==> config.mk <==
export PLATFORM = sky130hd
export DESIGN_NAME = bank_display
export DESIGN_NICKNAME = d
export VERILOG_FILES = /design/src/rtl/bank_display.sv
export SDC_FILE = /design/constraint.sdc
export NUM_CORES = 1
export LEC_CHECK = 0
export CORE_AREA = 3 3 106 108
export DETAILED_ROUTE_END_ITERATION = 8
export DIE_AREA = 0 0 109 111
export DONT_BUFFER_PORTS = 1
export GPL_ROUTABILITY_DRIVEN = 1
export GPL_TIMING_DRIVEN = 0
export PLACE_DENSITY_LB_ADDON = 0.25
export SLEW_MARGIN = 0
export SYNTH_ARGS = -nofsm -noshare
export SYNTH_HDL_FRONTEND = slang
export SYNTH_SLANG_ARGS = --single-unit
==> constraint.sdc <==
create_clock -name clk -period 2.3 [get_ports clk]
set_clock_uncertainty 0.1 [all_clocks]
set_input_delay 0.23 -clock clk [delete_from_list [all_inputs] [get_ports clk]]
set_output_delay 0.23 -clock clk [all_outputs]
set_load 0.02 [all_outputs]
==> src/rtl/bank_display.sv <==
// Bank balance to 4-digit multiplexed 7-segment display (common anode).
// An iterative double-dabble converter re-snapshots the balance every 16 cycles.
module bank_display #(
  parameter int unsigned BAL_W       = 27,
  parameter int unsigned REFRESH_DIV = 100000,
  parameter bit          BLANK_LZ    = 1'b1
) (
  input  logic             clk,
  input  logic             rst,
  input  logic [BAL_W-1:0] balance,
  output logic [6:0]       seg,
  output logic             dp,
  output logic [3:0]       an,
  output logic             busy
);

  localparam int unsigned VAL_W      = 14;
  localparam int unsigned BCD_W      = 16;
  localparam int unsigned MAX_VAL    = 9999;
  localparam int unsigned SHIFT_LAST = VAL_W - 1;
  localparam int unsigned CNT_W      = (REFRESH_DIV > 1) ? $clog2(REFRESH_DIV) : 1;

  typedef enum logic [1:0] {IDLE, SHIFT, DONE} state_t;

  state_t             state, state_next;
  logic [3:0]         bit_cnt;
  logic [VAL_W-1:0]   val;
  logic [BCD_W-1:0]   bcd;
  logic [BCD_W-1:0]   bcd_adj;
  logic               ovf_snap;
  logic [BCD_W-1:0]   digits;
  logic               ovf;
  logic [CNT_W-1:0]   refresh_cnt;
  logic [1:0]         idx;
  logic               over_range;
  logic [VAL_W-1:0]   clamped;
  logic [3:0]         cur_digit;
  logic               blank;

  function automatic logic [6:0] encode(input logic [3:0] d);
    case (d)
      4'd0:    encode = 7'b1000000;
      4'd1:    encode = 7'b1111001;
      4'd2:    encode = 7'b0100100;
      4'd3:    encode = 7'b0110000;
      4'd4:    encode = 7'b0011001;
      4'd5:    encode = 7'b0010010;
      4'd6:    encode = 7'b0000010;
      4'd7:    encode = 7'b1111000;
      4'd8:    encode = 7'b0000000;
      4'd9:    encode = 7'b0010000;
      default: encode = 7'b0111111;
    endcase
  endfunction

  // Clamp out-of-range balances to 9999 and flag overflow.
  always_comb begin
    over_range = (balance > BAL_W'(MAX_VAL));
    clamped    = over_range ? VAL_W'(MAX_VAL) : balance[VAL_W-1:0];
  end

  // Add-3 correction on every BCD nibble >= 5 before the shift.
  always_comb begin
    bcd_adj = bcd;
    for (int i = 0; i < 4; i++) begin
      if (bcd[4*i +: 4] >= 4'd5) bcd_adj[4*i +: 4] = bcd[4*i +: 4] + 4'd3;
    end
  end

  // State register.
  always_ff @(posedge clk) begin
    if (rst) state <= IDLE;
    else     state <= state_next;
  end

  // Next-state logic: IDLE -> 14 x SHIFT -> DONE -> IDLE.
  always_comb begin
    state_next = state;
    case (state)
      IDLE:    state_next = SHIFT;
      SHIFT:   if (bit_cnt == 4'(SHIFT_LAST)) state_next = DONE;
      DONE:    state_next = IDLE;
      default: state_next = IDLE;
    endcase
  end

  // Conversion datapath: snapshot, shift-add-3, then publish digits.
  always_ff @(posedge clk) begin
    if (rst) begin
      val      <= '0;
      bcd      <= '0;
      bit_cnt  <= '0;
      ovf_snap <= 1'b0;
      digits   <= '0;
      ovf      <= 1'b0;
    end else begin
      case (state)
        IDLE: begin
          val      <= clamped;
          ovf_snap <= over_range;
          bcd      <= '0;
          bit_cnt  <= '0;
        end
        SHIFT: begin
          {bcd, val} <= {bcd_adj[BCD_W-2:0], val, 1'b0};
          bit_cnt    <= bit_cnt + 4'd1;
        end
        DONE: begin
          digits <= bcd;
          ovf    <= ovf_snap;
        end
        default: ;
      endcase
    end
  end

  // Busy tracks whether the following cycle is part of a conversion.
  always_ff @(posedge clk) begin
    if (rst) busy <= 1'b0;
    else     busy <= (state_next != IDLE);
  end

  // Refresh divider and digit index for display multiplexing.
  always_ff @(posedge clk) begin
    if (rst) begin
      refresh_cnt <= '0;
      idx         <= '0;
    end else if (refresh_cnt == CNT_W'(REFRESH_DIV - 1)) begin
      refresh_cnt <= '0;
      idx         <= idx + 2'd1;
    end else begin
      refresh_cnt <= refresh_cnt + CNT_W'(1);
    end
  end

  // Select the active digit and decide leading-zero blanking.
  always_comb begin
    cur_digit = digits[{idx, 2'b00} +: 4];
    blank     = 1'b0;
    if (BLANK_LZ) begin
      case (idx)
        2'd1:    blank = (digits[15:4] == 12'd0);
        2'd2:    blank = (digits[15:8] == 8'd0);
        2'd3:    blank = (digits[15:12] == 4'd0);
        default: blank = 1'b0;
      endcase
    end
  end

  // Registered display drivers.
  always_ff @(posedge clk) begin
    if (rst) begin
      seg <= 7'h7F;
      an  <= 4'hF;
      dp  <= 1'b1;
    end else begin
      seg <= blank ? 7'h7F : encode(cur_digit);
      an  <= ~(4'b0001 << idx);
      dp  <= ~((idx == 2'd3) && ovf);
    end
  end

endmodule

==> results of run 1 <==
==> per-layer routing <==
| metal | GRT usage (%) | vias up |
|---|---|---|
| met5 | 0 | - |
| met4 | 4.46 | 0 |
| li1 | - | 1627 |
| met1 | 19.1 | 1483 |
| met2 | 25.2 | 65 |
| met3 | 4.19 | 8 |
==> cell type report <==
class	count	area (um2)	area share [%]
buffer	23	109	2.44
clock buffer	11	141	3.17
clock inverter	4	47.5	1.07
inverter	17	63.8	1.43
multi-input combinational	343	2100	47.2
sequential	86	1720	38.6
tap	136	170	3.82
timing repair buffer	10	100	2.25
==> critical path, delay by kind of cell (launching register included) <==
family	cells	cell delay [ns]
flops	1	0.39
buf+inv	2	0.31
fa+ha+maj	1	0.24
simple gates	5	0.88
==> how the worst min path moves through the flow <==
stage / from / endpoint / cells after the start
6_report: balance[0] / val[0] / 2
5_1_grt: balance[0] / val[0] / 2
4_1_cts: balance[0] / val[0] / 2
3_5_place_dp: balance[12] / val[12] / 2
3_3_place_gp: balance[12] / val[12] / 2
2_1_floorplan: balance[12] / val[12] / 2
==> cell usage after synthesis, types with 4 or more instances <==
| library cell | number |
|---|---|
| nor3_1 | 8 |
| ha_1 | 21 |
| dfxtp_1 | 86 |
| and2_1 | 4 |
| mux2i_1 | 9 |
| o22ai_1 | 8 |
| nand2b_1 | 18 |
| nor4_1 | 5 |
| mux2_2 | 7 |
| a21oi_1 | 54 |
| xor2_1 | 10 |
| nor2_1 | 61 |
| xnor2_1 | 13 |
| inv_1 | 16 |
| nand2_1 | 57 |
| nand3_1 | 11 |
| nand4_1 | 4 |
| o21ai_0 | 17 |
| clkbuf_1 | 15 |
| mux4_2 | 4 |
| nor3b_1 | 4 |
| a22oi_1 | 5 |
==> placed cells by master, fill, tap and decap left out, types with 2 or more instances in the layout <==
cell,count
a22oi_1,5
nand3b_1,2
o22ai_1,8
mux2i_1,9
mux2_2,7
inv_1,16
clkbuf_1,16
mux4_2,4
buf_6,2
dfxtp_1,86
nor3_1,8
buf_2,3
nor4_1,5
nor2_1,61
xor2_1,10
o21ai_0,17
and2_1,4
xnor2_1,13
and3_1,3
ha_1,21
clkbuf_8,10
nand2b_1,18
a21oi_1,54
o21ai_1,2
nand4_1,4
a21o_1,3
buf_1,2
nor3b_1,4
dlygate4sd3_1,10
nand3_1,11
clkinv_2,2
nand2_1,57
nor2b_1,3
==> timing repair <==
action,4_1_cts,5_1_grt
hold buffers,10,0
endpoints found under the setup margin,0,0
endpoints found under the hold margin,6,0
resized for setup,0,0
buffers inserted,0,0
==> flip-flops by register name, indices dropped and copies added (netlist names) <==
signal       count
idx              2
seg              7
state            2
an               4
digits          16
refresh_cnt     17
ovf              1
busy             1
bcd             16
val             14
bit_cnt          4
ovf_snap         1
dp               1
==> per-stage QoR <==
step | power (W) | worst slack, ns | util (%)
final | 0.00271 | 0.272 | 43.2
after detailed placement | 0.00170 | 0.271 | 40.4
after global routing | 0.00284 | 0.0792 | 43.2
after global placement | 0.00169 | 0.323 | 40.4
after CTS | 0.00275 | 0.254 | 43.2
after floorplan | 0.00166 | 0.479 | -
==> cells by family after synthesis <==
| group | after synthesis |
|---|---|
| AND/OR/NAND/NOR | 187 |
| flip-flops | 86 |
| AO/OA/AOI/OAI | 92 |
| multiplexers | 20 |
| buffers and inverters | 40 |
| XOR/XNOR | 23 |
| adder cells (fa/ha/maj) | 21 |
==> power by group through the flow <==
stage	clock, W	combinational, W	sequential (W)
after CTS	0.00107	0.000130	0.00154
final	0.00104	0.000128	0.00154
after global routing	0.00115	0.000146	0.00155
after global placement	0	0.000113	0.00158
after detailed placement	0	0.000116	0.00158
after floorplan	0	0.0000891	0.00157
==> results by group, run 1 <==
Status
  – Status: complete, no violations

Yosys
  – Post-synth EDFFs: 0
  – Total number of yosys warnings: 0
  – Sequential area share after synthesis: about 43%
  – Synthesized-area fraction occupied by adder cells: about 6.6%
  – Yosys top cell by area: dfxtp_1
  – Post-synth top flop: dfxtp_1
  – Post-synthesis cell count: 469
  – Syn Nets: 519
  – Post-synthesis mux area share: approximately 6.5%
  – Ys async rst share: 0%
  – Mapped cell area: approximately 0.004 mm2
  – Simple-Gate Fraction of Synth Area: 22.0%
  – Largest family of logic cells by synthesized area: simple AND/OR/NAND/NOR gates
  – XOR/XNOR share of the synthesized area: about 5.0%
  – FF+latch count, synth: 86
  – Complex-gate fraction of the synthesized area: about an eighth
  – Yosys cell types: 42
  – Area contributors post-synth: dfxtp_1, a21oi_1, ha_1
  – Syn avg cell area: between 8 and 9 um2
  – Yosys top cell area share: 43.1%

Place
  – # port buffers: 0
  – Final GP Congestion: 0.776
  – Detail Placement HPWL: around 6300 um
  – Cell Area, Placed: between 0.004 and 0.005 mm2
  – Placed Cells: approximately 600

Setup path
  – Slowest cell on crit path: dfxtp_1
  – Worst Reg-to-Reg Cells: 8
  – CP peak stage delay: a little under 0.4 ns
  – Worst setup path start: refresh_cnt[0]
  – CP cell instances: ha_1 -> nand4_2 -> nor4b_2 -> nand3_1 -> nand2b_1 -> buf_4 -> buf_6 -> nor2_1
  – CP Class: flop to flop
  – R2R Path Start: refresh_cnt[0]
  – Critical Path AT: 2.18 ns
  – CP required: about 2.5 ns
  – Reg-to-Reg End: refresh_cnt[13]
  – Reg-to-reg slack, setup: about 0.27 ns
  – CP max FO: 10
  – CP endpoint kind: flop
  – Crit start category: flop
  – Worst Setup EP: refresh_cnt[13]

Timing
  – Fmax: 0.493 GHz
  – Setup TNS: 0 ns
  – Final min period: a little over 2 ns
  – Worst-Margin Slew: 0.577 ns
  – Worst slew margin: 61.5%
  – Fin. Hold Viols: 0
  – Fin. max-slew vios: 0
  – RSZ-0062 raised after global routing: false
  – Worst hold slack: approximately 0.043 ns
  – Final setup violation count: 0
  – Fin crit share: approximately nine tenths

CTS
  – Clock Sinks: 86
  – CTS H-Tree Depth: 3
  – Worst-Skew Late Latency: 0.35 ns
  – Clk pin slew, worst setup/hold paths: ~0.080 ns
  – Root Buffer: clkbuf_8
  – CTS tree: yes
  – CTS max path bufs: 2
  – Num CTS Buffers: 9

GRT
  – GRT Overall Usage: 15.2%
  – Largest net degree at the start of global routing: 14
  – Initial antenna violation count: 0
  – Global-route wire length before repair: about 15,000 um
  – Vias in the first global route: ~3.1k
  – Total gr overflow: 0

Pwr
  – Switching Fraction: ~23%
  – Peak supply drop: 0.277 mV
  – Sw Pwr: about 0.00062 W
  – Flop pwr share: ~57%
  – Power density over cell area: just over 600 mW/mm2
  – Clk pwr share: about two fifths
  – Leak: 1.59 nW
  – Int Power: 0.00210 W
  – Combinational Power Share: between 4 and 5%

Floorplan
  – Chip Height: about 110 um
  – # IOs: 42
  – Core area: ~0.010 mm2
  – Die X: between 100 and 150 um
  – Row Count: 37
  – Full die area: about 0.012 mm2
  – Starting density of the core: between 30% and 40%

Drt
  – Vias: 3,183
  – Iter 0 DRT Violations: 165
  – Antenna Nets Post-Route: 0
  – Highest metal used: met4
  – Met2 wire length: 4210 um
  – Via density: about 5.1
  – Met1 wire length: ~4000 um
  – Drt wl/cell: about 14 um
  – DRC Markers: 0
  – Final WL: approximately 8700 um
  – Met3 WL post-DR: 335 um
  – Pre-antenna DRT Iters: 4

Cells and area
  – Area growth syn-to-layout: 11.5%
  – Post-route non-filler standard cell count: 630
  – Filler cells: around 1.1k
  – Fin area: 0.00446 mm2
  – Layout cells sized above 1: approximately 7.3%
  – Ant. Diodes: 0
  – Nets: between 500 and 600

Min path
  – Hold/Removal Path Class: primary input to flop

Run
  – Total of max-cap violations: 0
Note: power is estimated with default switching activity, not from simulation.
==> run 2, diff against run 1 <==
--- a/config.mk
+++ b/config.mk
@@ -12,7 +12,6 @@
 export GPL_ROUTABILITY_DRIVEN = 1
 export GPL_TIMING_DRIVEN = 0
 export PLACE_DENSITY_LB_ADDON = 0.25
-export SLEW_MARGIN = 0
 export SYNTH_ARGS = -nofsm -noshare
 export SYNTH_HDL_FRONTEND = slang
 export SYNTH_SLANG_ARGS = --single-unit
==> results of run 2 <==
The final DEF is identical to that of run 1; final timing and power are the same.
==> run 3, diff against run 2 <==
--- a/config.mk
+++ b/config.mk
@@ -5,6 +5,7 @@
 export SDC_FILE = /design/constraint.sdc
 export NUM_CORES = 1
 export LEC_CHECK = 0
+export CAP_MARGIN = 20
 export CORE_AREA = 3 3 106 108
 export DETAILED_ROUTE_END_ITERATION = 8
 export DIE_AREA = 0 0 109 111
==> results of run 3 <==
The final DEF is identical to that of run 1; final timing and power are the same.
